**src/rtl/fir_tap_sequencer_pkg.sv**
```systemverilog
// Shared widths, defaults and FSM state type for the FIR tap sequencer slice.
package fir_tap_sequencer_pkg;

    localparam int DEF_DATA_W  = 16;
    localparam int DEF_COEF_W  = 8;
    localparam int DEF_NTAPS   = 8;
    localparam int DEF_DEPTH   = 16;
    localparam int COEF_ADDR_W = 4;

    typedef enum logic [1:0] {
        ST_IDLE  = 2'd0,
        ST_LATCH = 2'd1,
        ST_RUN   = 2'd2,
        ST_DONE  = 2'd3
    } state_t;

endpackage

```
**src/rtl/fir_tap_sequencer_q17_mult_sat.sv**
```systemverilog
// Combinational signed sample x Q1.(COEF_W-1) coefficient multiply with
// arithmetic rescale (floor) and saturation back to DATA_W bits.
module q17_mult_sat #(
    parameter int DATA_W = 16,
    parameter int COEF_W = 8
) (
    input  logic [DATA_W-1:0] i_sample,
    input  logic [COEF_W-1:0] i_coef,
    output logic [DATA_W-1:0] o_product
);

    localparam int PW = DATA_W + COEF_W;

    logic signed [PW-1:0] w_prod;
    logic signed [PW-1:0] w_shift;
    logic                 w_ovf;

    assign w_prod  = PW'($signed(i_sample)) * PW'($signed(i_coef));
    assign w_shift = w_prod >>> (COEF_W - 1);

    // In range only when every bit above the result sign matches it.
    assign w_ovf = ~(&w_shift[PW-1:DATA_W-1]) & (|w_shift[PW-1:DATA_W-1]);

    always_comb begin
        o_product = w_shift[DATA_W-1:0];
        if (w_ovf) begin
            o_product = w_shift[PW-1] ? {1'b1, {(DATA_W-1){1'b0}}}
                                      : {1'b0, {(DATA_W-1){1'b1}}};
        end
    end

endmodule

```
**src/rtl/fir_tap_sequencer.sv**
```systemverilog
// Per-ADC-sample FIR tap streamer: captures a sample into a circular delay line
// and emits NTAPS weighted taps, one per clk, to the downstream accumulator.
module fir_tap_sequencer
    import fir_tap_sequencer_pkg::*;
#(
    parameter int DATA_W = DEF_DATA_W,
    parameter int COEF_W = DEF_COEF_W,
    parameter int NTAPS  = DEF_NTAPS,
    parameter int DEPTH  = DEF_DEPTH
) (
    input  logic                   clk,
    input  logic                   rst_n,
    input  logic                   adc_clock,
    input  logic [DATA_W-1:0]      sample_in,
    input  logic                   coef_wr_en,
    input  logic [COEF_ADDR_W-1:0] coef_wr_addr,
    input  logic [COEF_W-1:0]      coef_wr_data,
    output logic [DATA_W-1:0]      tap_product,
    output logic                   tap_valid,
    output logic                   frame_done,
    output logic                   busy,
    output logic                   overrun
);

    localparam int AW = $clog2(DEPTH);

    state_t            r_state;
    state_t            w_next;
    logic              r_s1, r_s2, r_s3;
    logic              w_fall;
    logic [AW-1:0]     r_wr_ptr;
    logic [AW-1:0]     r_tap_idx;
    logic [AW-1:0]     w_rd_idx;
    logic              w_last_tap;
    logic [DATA_W-1:0] r_buf  [DEPTH];
    logic [COEF_W-1:0] r_coef [DEPTH];
    logic [DATA_W-1:0] w_mult;
    logic [DATA_W-1:0] r_product;
    logic              r_valid;

    always_ff @(posedge clk or negedge rst_n) begin
        if (!rst_n) begin
            r_s1 <= 1'b0;
            r_s2 <= 1'b0;
            r_s3 <= 1'b0;
        end else begin
            r_s1 <= adc_clock;
            r_s2 <= r_s1;
            r_s3 <= r_s2;
        end
    end

    assign w_fall     = r_s3 & ~r_s2;
    assign w_last_tap = (r_tap_idx == AW'(NTAPS - 1));

    always_ff @(posedge clk or negedge rst_n) begin
        if (!rst_n) r_state <= ST_IDLE;
        else        r_state <= w_next;
    end

    always_comb begin
        w_next = r_state;
        case (r_state)
            ST_IDLE:  if (w_fall) w_next = ST_LATCH;
            ST_LATCH: w_next = ST_RUN;
            ST_RUN:   if (w_last_tap) w_next = ST_DONE;
            ST_DONE:  w_next = ST_IDLE;
            default:  w_next = ST_IDLE;
        endcase
    end

    always_ff @(posedge clk or negedge rst_n) begin
        if (!rst_n) begin
            r_wr_ptr  <= '0;
            r_tap_idx <= '0;
            for (int unsigned i = 0; i < DEPTH; i++) r_buf[i] <= '0;
        end else begin
            case (r_state)
                ST_LATCH: begin
                    r_buf[r_wr_ptr] <= sample_in;
                    r_tap_idx       <= '0;
                end
                ST_RUN: begin
                    r_tap_idx <= r_tap_idx + 1'b1;
                    if (w_last_tap) r_wr_ptr <= r_wr_ptr + 1'b1;
                end
                default: ;
            endcase
        end
    end

    // Entries at or above NTAPS are never written and stay zero.
    always_ff @(posedge clk or negedge rst_n) begin
        if (!rst_n) begin
            for (int unsigned i = 0; i < DEPTH; i++) r_coef[i] <= '0;
            r_coef[0] <= {1'b0, {(COEF_W-1){1'b1}}};
        end else if (coef_wr_en && (32'(coef_wr_addr) < NTAPS)) begin
            r_coef[AW'(coef_wr_addr)] <= coef_wr_data;
        end
    end

    assign w_rd_idx = r_wr_ptr - r_tap_idx;

    q17_mult_sat #(
        .DATA_W(DATA_W),
        .COEF_W(COEF_W)
    ) u_mult (
        .i_sample (r_buf[w_rd_idx]),
        .i_coef   (r_coef[r_tap_idx]),
        .o_product(w_mult)
    );

    always_ff @(posedge clk or negedge rst_n) begin
        if (!rst_n) begin
            r_valid   <= 1'b0;
            r_product <= '0;
        end else begin
            r_valid   <= (r_state == ST_RUN);
            r_product <= (r_state == ST_RUN) ? w_mult : '0;
        end
    end

    assign tap_product = r_product;
    assign tap_valid   = r_valid;
    assign frame_done  = (r_state == ST_DONE);
    assign busy        = (r_state != ST_IDLE);
    assign overrun     = w_fall & (r_state != ST_IDLE);

endmodule

```
**config.mk**
```make
export PLATFORM = sky130hd
export DESIGN_NAME = fir_tap_sequencer
export DESIGN_NICKNAME = d
export VERILOG_FILES = /design/src/rtl/fir_tap_sequencer_pkg.sv /design/src/rtl/fir_tap_sequencer_q17_mult_sat.sv /design/src/rtl/fir_tap_sequencer.sv
export SDC_FILE = /design/constraint.sdc
export NUM_CORES = 1
export LEC_CHECK = 0
export CAP_MARGIN = 30
export CORE_ASPECT_RATIO = 1.4
export CORE_MARGIN = 4
export CORE_UTILIZATION = 45
export CTS_CLUSTER_SIZE = 28
export DETAILED_ROUTE_END_ITERATION = 8
export PLACE_DENSITY_LB_ADDON = 0.08
export SYNTH_ARGS = -nofsm -noshare
export SYNTH_HDL_FRONTEND = slang
export SYNTH_SLANG_ARGS = --single-unit
```
**constraint.sdc**
```tcl
create_clock -name clk -period 22 [get_ports clk]
set_input_delay 6.6 -clock clk [delete_from_list [all_inputs] [get_ports clk]]
set_output_delay 6.6 -clock clk [all_outputs]
set_load 0.005 [all_outputs]
```
# Yosys cells after proc, flatten, opt, wreduce, memory -nomap -nowiden

Cells that the tools add are included.

Register bits: 414
Input bits: 32
Output and inout port bits: 20
Logic and storage cells: 95

Add/sub/neg operators: 3
$mul: 1
Magnitude comparators: 7
Equality and inequality tests: 6
Muxes and demuxes: 19
Bitwise logic cells: 9
Reduce and logical (&&, ||, !) cells: 10

Operators by type and width:

| cell                | count |
|---|---|
| $bwmux 256          | 1 |
| $bwmux 128          | 1 |
| $mux 16             | 6 |
| $bmux 16 s4         | 1 |
| $demux 16 s4        | 1 |
| $bmux 8 s4          | 1 |
| $demux 8 s4         | 1 |
| $mul 16x8->24       | 1 |
| $mux 8              | 3 |
| $ge 5x5->1 const B  | 4 |
| $not 4->5           | 4 |
| $lt 5x1->1 const B  | 2 |
| $add 4x1->4 const B | 2 |
| $pmux 2 s4          | 1 |
| $pmux 4 s2          | 1 |
| $reduce_and 2->1    | 3 |
| $eq 2x2->1 const B  | 2 |
| $eq 4x3->1 const B  | 1 |
| $lt 4x4->1 const B  | 1 |
| $mux 2              | 2 |
| $ne 2x2->1 const B  | 2 |
| $reduce_bool 2->1   | 2 |
| $sub 4x4->4         | 1 |
| $and 1x1->1         | 3 |
| other kinds (5)     | 8 |

# Longest topological paths before layout

Depth in word-level cells: 11
Gate-level depth with buffers: 29

# By module

From an unflattened synthesis, not the netlist that was laid out.

Cell total of the unflattened synthesis: 1,720
Area, all modules: 22,969.5 µm²

By module, submodules not included:

| module            | times used | cells each | area each (µm²) | sequential area each (µm²) |
|---|---|---|---|---|
| fir_tap_sequencer | 1          | 1,192      | 18,412.7        | 10,368.7 |
| q17_mult_sat      | 1          | 528        | 4,556.9         | 0.0 |

# Least setup slack after synthesis

OpenSTA, ideal clock, no wires.

Path kind: input to register
Start point: input port coef_wr_addr[2]
End point: register r_coef[100] (netlist name)
Data arrival time: 7,808 ps
Path slack: 14,067 ps
Stages: 3
Cells stage by stage: clkbuf_1 nor3_1 mux2_2

Word-level cells in the longest chain between the ends: 6
Elaborated cells between the ends (all ways): 9

Ends and longest elaborated chain:

| element                                                        | line                    | text |
|---|---|---|
| start: declaration                                             | fir_tap_sequencer.sv:16 | `input logic [COEF_ADDR_W-1:0] coef_wr_addr,` |
| $not 4->5 (not written as such)                                | fir_tap_sequencer.sv:98 | `r_coef[AW'(coef_wr_addr)] <= coef_wr_data;` |
| $ge 5x5->1 (not written as such) or $lt 5x1->1 (tied branches) | fir_tap_sequencer.sv:98 |  |
| $logic_and 1x1->1 (not written as such)                        | fir_tap_sequencer.sv:98 |  |
| $mux 8 (not written as such)                                   | fir_tap_sequencer.sv:98 |  |
| $demux 8 s4                                                    | fir_tap_sequencer.sv:98 |  |
| $bwmux 128                                                     | fir_tap_sequencer.sv:98 |  |
| end signal: indexed assignment                                 | fir_tap_sequencer.sv:98 |  |
| end: declaration                                               | fir_tap_sequencer.sv:36 | `logic [COEF_W-1:0] r_coef [DEPTH];` |

Parallel ways exist; a longest one is shown, timed or not.
A chain may end at the register's enable or synchronous reset.

# Worst setup path after layout

Start point: register r_tap_idx[0]
End point: register r_product[2], in the netlist tap_product[2]

Word-level cells in the longest chain between the ends: 11
Elaborated cells between the ends (all ways): 17

Ends and longest elaborated chain:

| element                                     | line                                 | text |
|---|---|---|
| start: declaration                          | fir_tap_sequencer.sv:32              | `logic [AW-1:0] r_tap_idx;` |
| start signal: assignment                    | fir_tap_sequencer.sv:84              | `r_tap_idx <= r_tap_idx + 1'b1;` |
| $sub 4x4->4                                 | fir_tap_sequencer.sv:102             | `assign w_rd_idx = r_wr_ptr - r_tap_idx;` |
| $not 4->5 (not written as such)             | fir_tap_sequencer.sv:108             | `.i_sample (r_buf[w_rd_idx]),` |
| $bmux 16 s4                                 | fir_tap_sequencer.sv:108             |  |
| $mux 16 (not written as such) (2 in series) | fir_tap_sequencer.sv:108             |  |
| $mul 16x8->24 *                             | fir_tap_sequencer_q17_mult_sat.sv:18 | `assign w_prod = PW'($signed(i_sample)) * PW'($signed(i_coef));` |
| $reduce_and 2->1                            | fir_tap_sequencer_q17_mult_sat.sv:22 | `assign w_ovf = ~(&w_shift[PW-1:DATA_W-1]) & (\|w_shift[PW-1:DATA_W-1]);` |
| $not 1->1                                   | fir_tap_sequencer_q17_mult_sat.sv:22 |  |
| $and 1x1->1                                 | fir_tap_sequencer_q17_mult_sat.sv:22 |  |
| $mux 16 *                                   | fir_tap_sequencer_q17_mult_sat.sv:26 | `if (w_ovf) begin` |
| $mux 16 *                                   | fir_tap_sequencer.sv:119             | `r_product <= (r_state == ST_RUN) ? w_mult : '0;` |
| end signal: assignment                      | fir_tap_sequencer.sv:119             |  |
| end: declaration                            | fir_tap_sequencer.sv:38              | `logic [DATA_W-1:0] r_product;` |

Mark *: on every way between the ends. The rest lies on a longest branch, timed or not. The select of a mux whose other input is x is not followed.

==> out/results.md <==
| Stage | Quantity | Reported |
| --- | --- | --- |
| clock network | Cell at the root of the clock tree | sky130_fd_sc_hd__clkbuf_16 |
| floorplanning | Overall die area | 0.0538 mm2 |
| synthesis | Total nets after synthesis | 1920 |
| synthesis | Seq/Total Area, Yosys | 45.9% |
| route | Total wire length after detailed routing | 50.3 mm |
| clock network | Clk Latency, worst-skew pair | 0.58 ns |
| grt | Antenna violations before repair | 2 |
| finish | Synth-to-layout area growth | 10.9% |
| synthesis | Share of the synthesized netlist area taken by xor and xnor gates | 1.04% |
| sta | Post-route clock period utilization | 40.0% |
| route | Number of DRC violations after detailed-routing iteration 0 | 576 |
| worst hold path | Class of the most critical hold timing path | reg -> reg |
| synthesis | Mux cell area share after synthesis | 27.3% |
| floorplanning | Vertical extent of the die | 273 um |
| synthesis | Number of synthesized register bits | 414 |
| finish | Utilization of the core after routing | 50.7% |
| placement | Routability-driven placement congestion ratio | 0.786 |
| synthesis | EDFF count, synth | 0 |
| worst hold path | Worst min-delay path startpoint | r_s1 |
| finish | Antenna diode count | 0 |
| sta | Hold violation total from the final report | 0 |
| sta | Total of endpoints with negative setup slack in the final report | 0 |
| floorplanning | I/O pins | 52 |
| sta | Final hold slack | 0.364 ns |
| sta | Fmax | 0.114 GHz |
| run | MaxCap Viol Count | 0 |
| floorplanning | CORE AREA | 0.0494 mm2 |
| finish | Commonest cells after routing, fill and taps aside | 406 x sky130_fd_sc_hd__dfrtp_1, 336 x sky130_fd_sc_hd__mux2_2, 163 x sky130_fd_sc_hd__nor2_1, 142 x sky130_fd_sc_hd__inv_1, 101 x sky130_fd_sc_hd__fa_1 |
| critical path | CP required | 22.47 ns |
| route | First-pass iteration count of the detailed router | 5 |
| finish | Fraction of final layout cells sized beyond drive strength 1 | 33.5% |
| critical path | Beginning of the critical path | r_tap_idx[0] |
| clock network | Number of H-tree levels | 2 |
| critical path | Category of the most critical setup path | reg -> reg |
| synthesis | Post-Syn Instances | 1731 |
| floorplanning | Width of the chip | 197 um |
| synthesis | Adder-cell share of the synthesized area | 12.1% |
| floorplanning | Initial core utilization | 45.7% |
| critical path | Biggest fanout along the worst timing path | 50 |
| clock network | CTS sink count | 414 |
| grt | First-pass GRT wire length | 81.8 mm |
| sta | Worst clock skew on the final layout | 0.0120 ns |
| clock network | # hold bufs at CTS | 0 |
| sta | Post-layout min period | 8.80 ns |
| floorplanning | Core Rows | 96 |
| sta | Sum of negative setup slack | 0 ns |
| synthesis | Mean cell area of the mapped netlist | 13.0 um2 |
| clock network | Clk slew on worst S/H paths | 0.06 ns |
| sta | Measured slew at the worst slew-check pin | 1.06 ns |
| run status | Status | complete, no violations |
| sta | Setup repair after global routing missed its margin | false |
| clock network | Number of setup buffers added after CTS | 0 |
| clock network | TritonCTS Buffers | 44 |
| synthesis | Dominant combinational cell family by area after synthesis | multiplexers |
| grt | Gr usage total | 19.3% |
| route | Routed Antenna Nets | 0 |
| finish | Most common cell after layout, fill and taps aside | sky130_fd_sc_hd__dfrtp_1 |
| critical path | Reg-to-reg startpoint | r_tap_idx[0] |
| synthesis | Largest area contributor in the netlist | sky130_fd_sc_hd__dfrtp_1 |
| synthesis | Post-synthesis share of cell area spent on and, or, nand and nor gates | 5.92% |
| synthesis | Synthesized-area fraction occupied by ao, oa, aoi and oai cells | 2.60% |
| grt | Via count of the first global-routing pass | 14.3k |
| clock network | Longest Clk Path Bufs | 3 |
| synthesis | Netlist cell types | 56 |
| placement | Final HPWL DP | 33.4 mm |
| synthesis | FFs w/ async S/R, synth | 100% |
| synthesis | Synth top area cells | sky130_fd_sc_hd__dfrtp_1 45%, sky130_fd_sc_hd__mux2_2 17%, sky130_fd_sc_hd__mux4_2 9.6% |
| placement | Input/output buffers | 51 |
| critical path | Nature of the critical path startpoint | flop |
| grt | Largest net degree at the start of global routing | 164 |
| route | Vias after detailed routing | 13.0k |
| synthesis | Ys Warns | 0 |
| clock network | Count of cells resized by post-cts repair | 0 |
| finish | Number of nets in the layout | 1904 |
| synthesis | Commonest register cell after synthesis | sky130_fd_sc_hd__dfrtp_1 |
| synthesis | Area of the mapped netlist | 0.0226 mm2 |
| synthesis | Yosys top cell area share | 45.1% |
| grt | Final global-route overflow total | 0 |
| sta | Final count of pins violating max slew | 0 |
| route | Post-detailed-route via-to-cell ratio | 5.45 |
| route | Wirelength per Cell | 21.1 um |
| sta | Worst slew margin relative to its limit | 29.3% |
| clock network | Clock tree from TritonCTS | yes |
| critical path | Crit path arrival time | 9.28 ns |
| critical path | Setup crit end kind | flop |
| route | Post-route DRC | 0 |
[stage by stage]
stage | std cells | setup slack (ns) | instance area (um2)
after floorplan | 1731 | 14.07 | 22600
after global placement | 2302 | 12.84 | 23600
after detailed placement | 2305 | 12.80 | 23600
after CTS | 2381 | 13.06 | 25000
after global routing | 2382 | 12.60 | 25000
final | 2382 | 13.20 | 25000
[worst paths after layout]
check / end / depth (start not counted) / slack, ns
max: tap_product[2] / 24 / 13.20
min: r_s2 / 0 / 0.36
max reg2reg: tap_product[2] / 24 / 13.20
min reg2reg: r_s2 / 0 / 0.36
max in group asynchronous: r_coef[33] / 3 / 14.06
min in group asynchronous: r_buf[113] / 1 / 6.08
[critical path, stage by stage (launching register included)]
cell	delay [ns]
sky130_fd_sc_hd__dfrtp_2	0.34
sky130_fd_sc_hd__buf_4	0.58
sky130_fd_sc_hd__ha_4	0.22
sky130_fd_sc_hd__inv_1	0.06
sky130_fd_sc_hd__fa_4	0.95
sky130_fd_sc_hd__buf_4	0.74
sky130_fd_sc_hd__mux4_2	0.40
sky130_fd_sc_hd__mux2_2	0.27
sky130_fd_sc_hd__a21oi_1	0.77
sky130_fd_sc_hd__nor2_1	0.18
sky130_fd_sc_hd__fa_1	0.56
sky130_fd_sc_hd__fa_1	0.51
sky130_fd_sc_hd__fa_1	0.49
sky130_fd_sc_hd__inv_1	0.05
sky130_fd_sc_hd__fa_1	0.47
sky130_fd_sc_hd__inv_1	0.04
sky130_fd_sc_hd__ha_1	0.36
sky130_fd_sc_hd__nand2_1	0.09
sky130_fd_sc_hd__o211ai_1	0.25
sky130_fd_sc_hd__nand3_1	0.13
sky130_fd_sc_hd__o31a_2	0.32
sky130_fd_sc_hd__xnor2_2	0.17
sky130_fd_sc_hd__nor3_4	0.50
sky130_fd_sc_hd__a21oi_1	0.08
sky130_fd_sc_hd__nor2_1	0.14
[logic make-up (layout without fill, tap and decap cells)]
kind of cell    after synthesis  in the layout
mux                         453            453
flops                       414            414
simple gates                293            293
buf+inv                     293            307
fa+ha+maj                   157            157
compound gates               95             95
xor+xnor                     26             26
[cells in the mapped netlist, drive strengths merged (3+ instances only)]
master / instances
and3: 3
a21oi: 50
nor3: 10
nand3: 27
mux2i: 21
mux4: 96
inv: 142
a211oi: 3
o21ai: 23
xnor2: 18
dfstp: 7
nor2b: 3
nand4: 7
dfrtp: 407
or2: 11
a21o: 3
ha: 55
mux2: 336
nor3b: 4
xor2: 8
nand2: 37
fa: 102
nor2: 163
and2: 14
buf: 33
nand2b: 8
nor4: 3
a31oi: 3
clkbuf: 116
[layout make-up]
cell class	instances	area (um2)
clock buffer	62	1250
fill	4268	24300
tap	637	797
timing repair buffer	87	818
sequential	414	10400
clock inverter	14	145
inverter	144	541
multi-input combinational	1024	11100
[per-layer routing]
layer	part of all wire (%)	global-route usage, %	vias to the layer above
met4	2.6	5.20	4
met5	0.054	0	-
met2	51	33.1	169
li1	-	-	5861
met1	43	25.6	6857
met3	3.1	2.95	81
[registers in the layout (all words and copies together) (netlist names)]
name,count
tap_product,16
r_state,2
r_s3,1
r_coef,128
r_buf,256
tap_valid,1
r_tap_idx,4
r_wr_ptr,4
r_s1,1
r_s2,1
Power is left out: the tool's default activity adds up to more than one toggle a clock period on the data nets, which glitch-free logic cannot reach.
